--- src/rtl/usb_pkg.sv ---
// Shared encodings for the low-speed USB receive front end.
//   lineState_t : classified bus state, encoded as {D+, D-}
//   rxState_t   : receive FSM states
package usb_pkg;

  typedef enum logic [1:0] {
    LS_SE0 = 2'b00,
    LS_J   = 2'b01,
    LS_K   = 2'b10,
    LS_SE1 = 2'b11
  } lineState_t;

  typedef enum logic [2:0] {
    IDLE  = 3'd0,
    SYNC  = 3'd1,
    DATA  = 3'd2,
    EOP   = 3'd3,
    ABORT = 3'd4
  } rxState_t;

endpackage

--- src/rtl/usb_line_sync.sv ---
// Two-flop synchronizer for the raw D+/D- pads plus line-state classifier.
// Ports:
//   useClk    in  system clock, rising edge
//   rstN      in  asynchronous active-low reset (pads read as J)
//   dPlus     in  raw D+ pad, asynchronous
//   dMinus    in  raw D- pad, asynchronous
//   lineState out synchronized line state {D+, D-}
module usb_line_sync
  import usb_pkg::*;
(
  input  logic       useClk,
  input  logic       rstN,
  input  logic       dPlus,
  input  logic       dMinus,
  output lineState_t lineState
);

  logic [1:0] padMeta_p0;
  logic [1:0] padSync_p1;

  // Stage p0: first flop may go metastable; p1: settled copy
  always_ff @(posedge useClk or negedge rstN) begin
    if (!rstN) begin
      padMeta_p0 <= LS_J;
      padSync_p1 <= LS_J;
    end else begin
      padMeta_p0 <= {dPlus, dMinus};
      padSync_p1 <= padMeta_p0;
    end
  end

  assign lineState = lineState_t'(padSync_p1);

endmodule

--- src/rtl/usb_rx_nrzi_decoder.sv ---
// Low-speed USB receive front end: samples the synchronized line on each
// bit strobe, NRZI-decodes, detects SYNC, removes stuffed bits, assembles
// bytes LSB-first and detects EOP, SE1 and bus reset.
// Ports:
//   useClk    in   system clock, rising edge
//   rstN      in   asynchronous active-low reset
//   checkData in   one-cycle bit-time strobe
//   dPlus     in   raw D+ pad
//   dMinus    in   raw D- pad
//   rxData    out  last completed byte, first received bit in bit 0
//   rxValid   out  1-cycle pulse, rxData updated
//   rxActive  out  high from SYNC accepted until EOP, error or bus reset
//   rxEop     out  1-cycle pulse, clean byte-aligned EOP
//   rxError   out  1-cycle pulse, stuff error, SE1, misaligned or bad EOP
//   busReset  out  level, SE0 held for BUS_RESET_BITS samples or more
module usb_rx_nrzi_decoder
  import usb_pkg::*;
#(
  parameter int SYNC_MIN_ZEROS = 6,
  parameter int MAX_ONES       = 6,
  parameter int BUS_RESET_BITS = 8
) (
  input  logic       useClk,
  input  logic       rstN,
  input  logic       checkData,
  input  logic       dPlus,
  input  logic       dMinus,
  output logic [7:0] rxData,
  output logic       rxValid,
  output logic       rxActive,
  output logic       rxEop,
  output logic       rxError,
  output logic       busReset
);

  localparam logic [2:0] SYNC_MIN   = 3'(SYNC_MIN_ZEROS);
  localparam logic [2:0] ONES_LIMIT = 3'(MAX_ONES);
  localparam logic [7:0] RESET_RUN  = 8'(BUS_RESET_BITS);

  lineState_t lineState;

  usb_line_sync uLineSync (
    .useClk    (useClk),
    .rstN      (rstN),
    .dPlus     (dPlus),
    .dMinus    (dMinus),
    .lineState (lineState)
  );

  rxState_t   state, stateNext;
  lineState_t prevLine, prevLineNext;
  logic [2:0] zeroCnt, zeroCntNext;
  logic [2:0] onesCnt, onesCntNext;
  logic [2:0] bitCnt, bitCntNext;
  logic [1:0] se0Cnt, se0CntNext;
  logic [7:0] se0Run, se0RunNext;
  logic [7:0] shreg, shregNext;
  logic [7:0] rxDataNext;
  logic       rxValidNext, rxActiveNext, rxEopNext, rxErrorNext, busResetNext;
  logic       isJK, bitVal;

  assign isJK   = (lineState == LS_J) || (lineState == LS_K);
  // NRZI: no transition means a 1
  assign bitVal = (lineState == prevLine);

  always_comb begin
    stateNext    = state;
    prevLineNext = prevLine;
    zeroCntNext  = zeroCnt;
    onesCntNext  = onesCnt;
    bitCntNext   = bitCnt;
    se0CntNext   = se0Cnt;
    se0RunNext   = se0Run;
    shregNext    = shreg;
    rxDataNext   = rxData;
    rxValidNext  = 1'b0;
    rxEopNext    = 1'b0;
    rxErrorNext  = 1'b0;
    rxActiveNext = rxActive;
    busResetNext = busReset;

    if (checkData) begin
      if (isJK) prevLineNext = lineState;

      if (lineState == LS_SE0)
        se0RunNext = (se0Run == 8'hFF) ? se0Run : se0Run + 8'd1;
      else
        se0RunNext = 8'd0;
      busResetNext = (se0RunNext >= RESET_RUN);

      case (state)
        IDLE: begin
          if (lineState == LS_K) begin
            stateNext   = SYNC;
            zeroCntNext = 3'd1;
          end
        end

        SYNC: begin
          case (lineState)
            LS_SE0: stateNext = IDLE;
            LS_SE1: begin
              rxErrorNext = 1'b1;
              stateNext   = ABORT;
              se0CntNext  = 2'd0;
            end
            default: begin
              if (!bitVal) begin
                zeroCntNext = (zeroCnt == 3'd7) ? zeroCnt : zeroCnt + 3'd1;
              end else if (zeroCnt >= SYNC_MIN) begin
                // The SYNC's closing 1 counts toward the stuffing run
                stateNext    = DATA;
                rxActiveNext = 1'b1;
                onesCntNext  = 3'd1;
                bitCntNext   = 3'd0;
              end else begin
                stateNext = IDLE;
              end
            end
          endcase
        end

        DATA: begin
          case (lineState)
            LS_SE0: begin
              stateNext  = EOP;
              se0CntNext = 2'd1;
            end
            LS_SE1: begin
              rxErrorNext  = 1'b1;
              rxActiveNext = 1'b0;
              stateNext    = ABORT;
              se0CntNext   = 2'd0;
            end
            default: begin
              if (onesCnt == ONES_LIMIT) begin
                if (bitVal) begin
                  rxErrorNext  = 1'b1;
                  rxActiveNext = 1'b0;
                  stateNext    = ABORT;
                  se0CntNext   = 2'd0;
                end else begin
                  onesCntNext = 3'd0;
                end
              end else begin
                shregNext[bitCnt] = bitVal;
                bitCntNext        = bitCnt + 3'd1;
                onesCntNext       = bitVal ? onesCnt + 3'd1 : 3'd0;
                if (bitCnt == 3'd7) begin
                  rxDataNext  = shregNext;
                  rxValidNext = 1'b1;
                end
              end
            end
          endcase
        end

        EOP: begin
          case (lineState)
            LS_SE0: se0CntNext = (se0Cnt == 2'd3) ? se0Cnt : se0Cnt + 2'd1;
            LS_J: begin
              if (bitCnt == 3'd0) rxEopNext = 1'b1;
              else                rxErrorNext = 1'b1;
              rxActiveNext = 1'b0;
              stateNext    = IDLE;
            end
            LS_K: begin
              rxErrorNext  = 1'b1;
              rxActiveNext = 1'b0;
              stateNext    = IDLE;
            end
            default: begin
              rxErrorNext  = 1'b1;
              rxActiveNext = 1'b0;
              stateNext    = ABORT;
              se0CntNext   = 2'd0;
            end
          endcase
        end

        ABORT: begin
          // se0Cnt doubles as the "SE0 seen" flag while waiting for SE0 then J
          rxActiveNext = 1'b0;
          case (lineState)
            LS_SE0: se0CntNext = 2'd1;
            LS_J:   if (se0Cnt != 2'd0) stateNext = IDLE;
            default: se0CntNext = 2'd0;
          endcase
        end

        default: stateNext = IDLE;
      endcase

      // Bus reset overrides whatever the packet FSM decided on this sample
      if (busResetNext) begin
        stateNext    = IDLE;
        rxActiveNext = 1'b0;
        rxEopNext    = 1'b0;
        rxErrorNext  = 1'b0;
      end
    end
  end

  always_ff @(posedge useClk or negedge rstN) begin
    if (!rstN) begin
      state    <= IDLE;
      prevLine <= LS_J;
      zeroCnt  <= 3'd0;
      onesCnt  <= 3'd0;
      bitCnt   <= 3'd0;
      se0Cnt   <= 2'd0;
      se0Run   <= 8'd0;
      rxData   <= 8'd0;
      rxValid  <= 1'b0;
      rxActive <= 1'b0;
      rxEop    <= 1'b0;
      rxError  <= 1'b0;
      busReset <= 1'b0;
    end else begin
      state    <= stateNext;
      prevLine <= prevLineNext;
      zeroCnt  <= zeroCntNext;
      onesCnt  <= onesCntNext;
      bitCnt   <= bitCntNext;
      se0Cnt   <= se0CntNext;
      se0Run   <= se0RunNext;
      rxData   <= rxDataNext;
      rxValid  <= rxValidNext;
      rxActive <= rxActiveNext;
      rxEop    <= rxEopNext;
      rxError  <= rxErrorNext;
      busReset <= busResetNext;
    end
  end

  // Byte assembly register: contents only matter once bitCnt wraps
  always_ff @(posedge useClk) begin
    shreg <= shregNext;
  end

endmodule
--- config.mk ---
export PLATFORM = sky130hd
export DESIGN_NAME = usb_rx_nrzi_decoder
export DESIGN_NICKNAME = d
export VERILOG_FILES = /design/src/rtl/usb_pkg.sv /design/src/rtl/usb_line_sync.sv /design/src/rtl/usb_rx_nrzi_decoder.sv
export SDC_FILE = /design/constraint.sdc
export NUM_CORES = 1
export LEC_CHECK = 0
export CORE_MARGIN = 3
export CORE_UTILIZATION = 59
export CTS_CLUSTER_SIZE = 16
export DETAILED_ROUTE_END_ITERATION = 10
export PLACE_DENSITY = 0.79
export SLEW_MARGIN = 10
export SYNTH_ARGS = -nofsm -noshare
export SYNTH_HDL_FRONTEND = slang
export SYNTH_HIERARCHICAL = 1
export SYNTH_SLANG_ARGS = --single-unit
--- constraint.sdc ---
create_clock -name useClk -period 2.69 [get_ports useClk]
set_input_delay 0.538 -clock useClk [delete_from_list [all_inputs] [get_ports useClk]]
set_output_delay 0.538 -clock useClk [all_outputs]
set_load 0.05 [all_outputs]
Word-level counts from Yosys, hierarchy flattened
Index checks and enable logic that the tools add are counted.
Widths: inputs -> output; s select.
{ "word_totals": {"regBits": 49, "inputBits": 5, "out_inout_bits": 13} }
{ "op_classes": {"addsub": 5, "n_lt_le_gt_ge": 4, "n_eq_ne": 41, "muxes": 72, "n_bitwise": 2, "n_reduce_logical": 21} }
{ "ops": {"columns": ["op", "count"], "rows": [
  ["$mux 3", 22],
  ["$pmux 3 s2", 6],
  ["$ne 3x3->1 const B", 10],
  ["$mux 1", 24],
  ["$mux 8", 3],
  ["$ne 2x2->1 const B", 11],
  ["$ne 4x4->1 const B", 4],
  ["$reduce_and 8->1", 2],
  ["$ne 5x5->1 const B", 3],
  ["$pmux 3 s5", 1],
  ["$reduce_and 7->1", 2],
  ["$eq 3x3->1 const B", 4],
  ["$pmux 2 s2", 3],
  ["$mux 2", 5],
  ["$add 3x1->3 const B", 3],
  ["$reduce_and 9->1", 1],
  ["$add 8x1->8 const B", 1],
  ["$bwmux 8", 1],
  ["$eq 8x8->1 const B", 1],
  ["$ge 8x4->1 const B", 1],
  ["$pmux 2 s4", 1],
  ["$eq 2x2->1 const B", 3],
  ["$eq 3x2->1 const B", 2],
  ["$logic_not 3->1", 2],
  ["23 further kinds", 29]
]} }

Logic depth before layout (Yosys ltp)
Gate-level depths: netlist (run 1).
{ "depth": {"depth_word": 7, "depth_mapped": 8} }

Hierarchy
Netlist (run 1), hierarchy kept.
{ "modules_own_cells": {"columns": ["module", "instances", "cells_each", "area_per_inst_um2", "seq_area_each_um2"], "rows": [
  ["usb_rx_nrzi_decoder", 1, 271, 2711.4, 1167.4],
  ["usb_line_sync", 1, 4, 102.6, 102.6]
]} }

Least setup slack after synthesis (run 1)
No wires, ideal clock.
{ "synth_path": {"path_type": "reg-to-reg", "startpoint": "reg uLineSync.padSync_p1[0], in the netlist uLineSync/lineState[0]", "endpoint": "reg rxData[0]", "arrival_time_ps": 1970, "required_ps": 2565, "setup_slack_ps": 595, "path_stages_with_launch": 8, "n_path_buf": 1, "cell_sequence": "dfstp_2 inv_1 ha_1 clkbuf_1 nand2_1 nor2_4 nand2_2 mux2_2"} }
{ "synth_between": {"elab_chain_cells": 4} }
{ "synth_lines": {"columns": ["element", "line_no", "source"], "rows": [
  ["start, declared", "usb_line_sync.sv:19", "logic [1:0] padSync_p1;"],
  ["start signal, assigned", "usb_line_sync.sv:28", "padSync_p1 <= padMeta_p0;"],
  ["$eq 2x2->1 or $logic_not 2->1 (tied branches)", "usb_rx_nrzi_decoder.sv:124", "case (lineState)"],
  ["$reduce_or 2->1 (no line)", null, null],
  ["$not 1->1 (no line)", null, null],
  ["$reduce_and 5->1 (no line)", null, null],
  ["end signal, assigned", "usb_rx_nrzi_decoder.sv:227", "rxData <= rxDataNext;"],
  ["end, declared", "usb_rx_nrzi_decoder.sv:28", "output logic [7:0] rxData,"]
]} }
Parallel ways exist; a longest one is shown, timed or not.
A chain may end at the register's enable or synchronous reset.

Worst setup path in the final report (run 1)
{ "layout_path": {"startpoint": "reg uLineSync.padSync_p1[0], in the netlist uLineSync/lineState[0]", "endpoint": "reg state[2]"} }
{ "layout_between": {"elab_chain_cells": 6} }
{ "layout_lines": {"columns": ["element", "line_no", "source"], "rows": [
  ["$logic_not 2->1", null, null],
  ["$mux 8", "usb_rx_nrzi_decoder.sv:85", "if (lineState == LS_SE0)"],
  ["$mux 8", "usb_rx_nrzi_decoder.sv:82", "if (checkData) begin"],
  ["$ge 8x4->1", "usb_rx_nrzi_decoder.sv:89", "busResetNext = (se0RunNext >= RESET_RUN);"],
  ["$ne 5x5->1 (no line) or $ne 3x3->1 (tied branches)", null, null],
  ["$reduce_and 8->1 (no line)", null, null],
  ["end signal, assigned", "usb_rx_nrzi_decoder.sv:220", "state <= stateNext;"],
  ["end, declared", "usb_rx_nrzi_decoder.sv:50", "rxState_t state, stateNext;"]
]} }
Parallel ways exist; a longest one is shown, timed or not. The select of a mux whose other input is x is not followed.

==> results.ini, run 1 <==
[run_status]
status = finished, final reports clean

[clocking]
cts-root-buf = clkbuf_8
cts_buffer_depth = 2
cts-hold-fix-buffers = 0
cts_setup_buffers = 0
clk_latency_ns = 0.30
cts.sink_count = 49
cts_buffers = 5
clk_pin_slew_ns = 0.08
post_cts_resized = 0
h-tree-depth = 2
cts_tree = yes

[placed_design]
dp_hpwl_um = 3950
gp_congestion = 0.912
portBuffers = 17
dpl-instance-area_sq_mm = 0.00300

[power_and_ir_drop]
ir_drop_uv = 391
power_density_mw_per_mm2 = 601
p_leak_nw = 1.35

[routing]
drtAntennaViolNets = 0
via_per_inst = 6.18
dr.pass1.iters = 4
drt_iter0_markers = 79
wl_um = 5440
vias = 2112
drc_errors = 0
wl_per_cell_um = 15.9

[yosys]
synth-seq-cells = 49
synth_flop_cell = dfrtp_1
syn_nets = 296
syn_area_per_cell_sq_um = 10.2
yosys_warnings = 6
syn-cell-area_sq_mm = 0.00281
synth_cell_type_count = 62
synth.yosys.seq_area_share_pct = 45.1
syn-instance-count = 275
async_flop_share_pct = 83.7
synth-edff-count = 8

[critical_path]
crit_required_ns = 2.93
worst_ep_arrival_time_ns = 2.60
start_kind = register
end_kind = register
critPathKind = register to register
cp_max_fo = 14

[floorplan]
die_width_um = 75.1
die_height_um = 75.1
pin_count = 18
dieArea_sq_mm = 0.00563
core_sq_mm = 0.00447
start_util_pct = 62.9
rows = 24

[sta]
period_share_pct = 87.7
setup_viol = 0
finalSetupTns_ns = 0
maxSlewViolCount = 0
maxSlewHeadroom_pct = 41.2
skew_ns = 0.00579
final_hold_viol_count = 0
worstMarginPinSlew_ns = 0.882
post-route-min-period_ns = 2.36
max_clock_freq_ghz = 0.424
rsz0062_at_grt = no

[cells_and_area]
drive_above_1_share_pct = 15.2
n_antenna_cell = 0
final_area_sq_mm = 0.00308
final_cell_mix = dfrtp_1, nand2_1, o21ai_0
final_common_cell = dfrtp_1
final_net_count = 311
syn_to_final_growth_pct = 9.38

[grt]
grt-busiest-layer = met2
groute.usage.overall_pct = 21.1
use_met1_pct = 29.1
antenna_found_initial = 0
grt_pass1_wl_um = 9000
grt_pass1_vias = 1880
grt_start_max_net_pins = 42
grt_use_met2_pct = 33.6
grt_use_met3_pct = 4.41
grt_remaining_overflow = 0

[flow_run]
cap_violations = 0

[hold_path]
min_path_type = input pin to asynchronous set/reset pin

## worst max-delay path, stage by stage, from the launching register on
cell,delay (ns)
dfstp_2,0.58
inv_1,0.08
ha_1,0.38
and4b_1,0.32
a31oi_1,0.15
o211a_1,0.18
nor4bb_2,0.41
a22o_1,0.20
## kinds of logic (layout without fill, tap and decap cells)
kind of cell	count (synthesis)	count (layout)	share of synthesized area (%)
xor+xnor	3	3	0.934
fa+ha+maj	16	16	7.11
simple gates	86	86	17.0
mux	17	17	6.76
buf+inv	31	46	5.11
compound gates	73	73	17.9
flops	49	49	45.1
## report_power, final
group	switching (mW)	internal, mW	total, mW
clock network	0.231	0.175	0.406
logic	0.293	0.220	0.513
registers	0.112	0.819	0.931
total	0.636	1.21	1.85
## area by class of cell
cell class / instances / area, sq um
multi-input combinational: 195 / 1400
fill: 353 / 1400
sequential: 49 / 1270
timing repair buffer: 21 / 195
clock buffer: 5 / 68.8
inverter: 18 / 67.6
tap: 52 / 65.1
clock inverter: 2 / 11.3
## metal layers
layer	wire, um	up-vias
li1	-	1030
met1	2550	1022
met2	2550	55
met3	266	5
met4	70	0
met5	0	-
## cells in the mapped netlist, drive strengths merged, types with 4 or more instances
library cell,n,area (sq um)
dfrtp,38,951
nand2,29,111
o21ai,21,105
inv,18,67.6
ha,16,200
mux2,16,180
nor2,13,58.8
a21oi,12,60.1
nand3,11,55.1
buf,9,61.3
edfxtp,8,240
nor3,6,35.0
a22o,5,43.8
a31oi,4,31.3
clkbuf,4,15.0
o211ai,4,30.0
o31ai,4,30.0
## through the flow
step	cells	power (mW)	utilization [%]	hold slack (ns)	worst slack (ns)
finish	342	1.85	68.8	0.349	0.332
global route	342	1.96	68.8	0.361	0.256
CTS	342	1.85	68.8	0.356	0.388
detailed placement	335	1.45	67.0	0.337	0.401
global placement	335	1.43	67.0	0.333	0.484
floorplan	275	1.30	-	0.242	0.595
## flip-flops by register name, indices dropped and copies added (netlist names)
register,flops
rxData,8
se0Run,8
shreg,8
bitCnt,3
onesCnt,3
state,3
zeroCnt,3
prevLine,2
se0Cnt,2
uLineSync/lineState,2
uLineSync/padMeta_p0,2
busReset,1
rxActive,1
rxEop,1
rxError,1
rxValid,1
## worst paths after layout
path,slack (ns),from,cells past startpoint,endpoint
max,0.33,uLineSync/lineState[0],7,state[2]
min,0.35,rstN,1,se0Run[5]
max reg2reg,0.33,uLineSync/lineState[0],7,state[2]
min reg2reg,0.35,uLineSync/padMeta_p0[1],0,uLineSync/lineState[1]
max in group asynchronous,1.79,rstN,1,zeroCnt[0]
min in group useClk,0.35,uLineSync/padMeta_p0[1],0,uLineSync/lineState[1]
No activity file was read; power rests on OpenSTA's default activity.
==> inputs of run 2 (changes only) <==
- SYNTH_HIERARCHICAL: 1 -> default
==> run 2 against run 1 <==
Power grew 5.5%; largest power group unchanged; sequential share of layout area is 0.81 points lower; clock skew rose by 0.0039 ns; first-iteration DRC count is 100% higher; fmax shrank 3.2%; critical endpoint unchanged; core utilization rose by 0.90 points; critical path type unchanged.
==> results.ini, run 2 <==
[hold_path]
min_path_type = input pin to asynchronous set/reset pin

[floorplan]
dieArea_sq_mm = 0.00568
die_width_um = 75.4
core_sq_mm = 0.00450
start_util_pct = 63.0
die_height_um = 75.4
pin_count = 18
rows = 24

[sta]
post-route-min-period_ns = 2.44
maxSlewViolCount = 0
final_hold_viol_count = 0
period_share_pct = 90.6
max_clock_freq_ghz = 0.410
finalSetupTns_ns = 0
maxSlewHeadroom_pct = 40.5
worstMarginPinSlew_ns = 0.892
rsz0062_at_grt = no
skew_ns = 0.00974
setup_ws_ns = 0.254
setup_viol = 0
hold-worst-slack_ns = 0.350

[power_and_ir_drop]
p_seq_share_pct = 49.4
p_leak_nw = 1.40
power_density_mw_per_mm2 = 622
ir_drop_uv = 336
swShare_pct = 35.8
p_int_mw = 1.25
p_switching_mw = 0.700
p_clk_share_pct = 22.2
combPwrFrac_pct = 28.4

[yosys]
syn-cell-area_sq_mm = 0.00284
syn-instance-count = 275
syn_nets = 296
async_flop_share_pct = 83.7
synth.area.top_cells = dfrtp_1, edfxtp_1, ha_1
syn_area_per_cell_sq_um = 10.3
synth.yosys.seq_area_share_pct = 44.8
synth_cell_type_count = 59
yosys.area.top_type = dfrtp_1
yosys_warnings = 0
synth-seq-cells = 49
synth_top_area_share_pct = 33.5
synth-edff-count = 8
yosysMostFrequentCell = dfrtp_1
synth_common_cells = dfrtp_1, nand2_1, o21ai_0, ha_1, inv_1
synth_flop_cell = dfrtp_1

[cells_and_area]
final_net_count = 314
final_common_cell = dfrtp_1
drive_above_1_share_pct = 12.2
reg_top3 = rxData x8, se0Run x8, shreg x8
n_antenna_cell = 0
nFillCells = 351
syn_to_final_growth_pct = 10.6
final_cell_mix = dfrtp_1, nand2_1, o21ai_0
final_core_util_pct = 69.7
final_area_sq_mm = 0.00314

[critical_path]
start_kind = register
cp.depth = 7
worst_ep_arrival_time_ns = 2.62
r2r_setup_slack_ns = 0.25
end_kind = register
timing.rr.start = uLineSync.lineState[1]
critPathTopFamily = compound AO/OA/AOI/OAI gates
cp_max_fo = 17
worstSetupEndpoint = state[2]
slowest_stage = ha_1
critPathKind = register to register
crit_required_ns = 2.87
crit_path_start = uLineSync.lineState[1]
crit_chain = inv_1 -> ha_1 -> inv_1 -> a211oi_1 -> a211oi_4 -> a41oi_2 -> o22ai_1
rr_worst_depth = 7
regToRegEndpoint = state[2]
slowest_delay_ns = 0.54
cp_common_cell = inv_1
crit_buf_inv = 2

[clocking]
clk_latency_ns = 0.30
cts-hold-fix-buffers = 0
cts-root-buf = clkbuf_8
h-tree-depth = 2
cts_setup_buffers = 0
clk_pin_slew_ns = 0.09
cts_tree = yes
cts_buffer_depth = 2
cts_buffers = 5
cts.sink_count = 49
post_cts_resized = 0

[placed_design]
portBuffers = 17
dpl-instance-area_sq_mm = 0.00305
dp_hpwl_um = 4360
gp_congestion = 0.905
pre_cts_slack_ns = 0.270

[grt]
groute.usage.overall_pct = 23.2
grt_pass1_vias = 2057
antenna_found_initial = 0
grt_start_max_net_pins = 42
grt_remaining_overflow = 0
grt_pass1_wl_um = 9860

[routing]
drt_iter0_markers = 158
wl_per_cell_um = 16.9
top_layer = met4
wl_met2_um = 2860
dr_wl_met3_um = 241
dr.pass1.iters = 4
drc_errors = 0
drtAntennaViolNets = 0
via_per_inst = 6.06
vias = 2096
drt-met1-wl_um = 2560
wl_um = 5860

[run_status]
status = finished, final reports clean

[flow_run]
cap_violations = 0

[run 2: cell count changes in the layout (fill, tap and decap cells not counted), moves of 4 or more]
cell / previous run / this run
mux2i_1: 1 / 5
mux2_1: 0 / 9
nand3_1: 11 / 7
mux2_2: 16 / 4
nor3_1: 5 / 10
a21oi_1: 12 / 8
[run 2: logic make-up after synthesis]
group	Yosys count	synth area share, %
xor gates and xnor gates	5	1.54
buffers and inverters	27	3.97
DFF	49	44.8
muxes	20	7.98
adders and majority gates	16	7.05
and+or+nand+nor	91	17.3
AOI/OAI and AO/OA	67	17.4
[run 2: power by group through the flow]
| stage | Clock (mW) | Sequential [mW] | Combinational [mW] |
|---|---|---|---|
| floorplan | 0 | 0.938 | 0.436 |
| global placement | 0 | 0.973 | 0.536 |
| detailed placement | 0 | 0.974 | 0.550 |
| CTS | 0.448 | 0.962 | 0.551 |
| global route | 0.482 | 0.981 | 0.615 |
| finish | 0.433 | 0.965 | 0.554 |
[run 2: worst reg2reg max path: cells and delay by family (launching register included)]
kind	cells	cell delay, ns
AO/OA/AOI/OAI	4	0.95
adder cells (fa/ha/maj)	1	0.54
flip-flops	1	0.46
buffers and inverters	2	0.37
[run 2: per-layer routing]
layer  vias up  GRT usage, %
li1       1030             -
met1       968          29.1
met2        72          39.8
met3        26          4.49
met4         0          8.35
met5         -             0
[run 2: final cells by class]
cell class	instances	area, sq um	share of cell area (%)
Multi-Input combinational cell	199	1460	46.4
Sequential cell	49	1270	40.5
Timing Repair Buffer	21	195	6.22
Clock buffer	5	68.8	2.19
Tap cell	52	65.1	2.07
Inverter	17	63.8	2.03
Clock inverter	3	21.3	0.678
[run 2: worst min path at each step]
stage                            startpoint                     end  slack (ns)
floorplan                              rstN               bitCnt[0]        0.24
global placement    uLineSync.padMeta_p0[1]  uLineSync.lineState[1]        0.33
CTS                 uLineSync.padMeta_p0[0]  uLineSync.lineState[0]        0.36
finish                                 rstN               se0Run[6]        0.35
global route        uLineSync.padMeta_p0[0]  uLineSync.lineState[0]        0.37
detailed placement  uLineSync.padMeta_p0[1]  uLineSync.lineState[1]        0.35
[run 2: per-stage QoR]
stage / instances / power (mW)
after floorplan: 275 / 1.37
after global placement: 338 / 1.51
after detailed placement: 338 / 1.52
after CTS: 346 / 1.96
after global routing: 346 / 2.08
final: 346 / 1.95
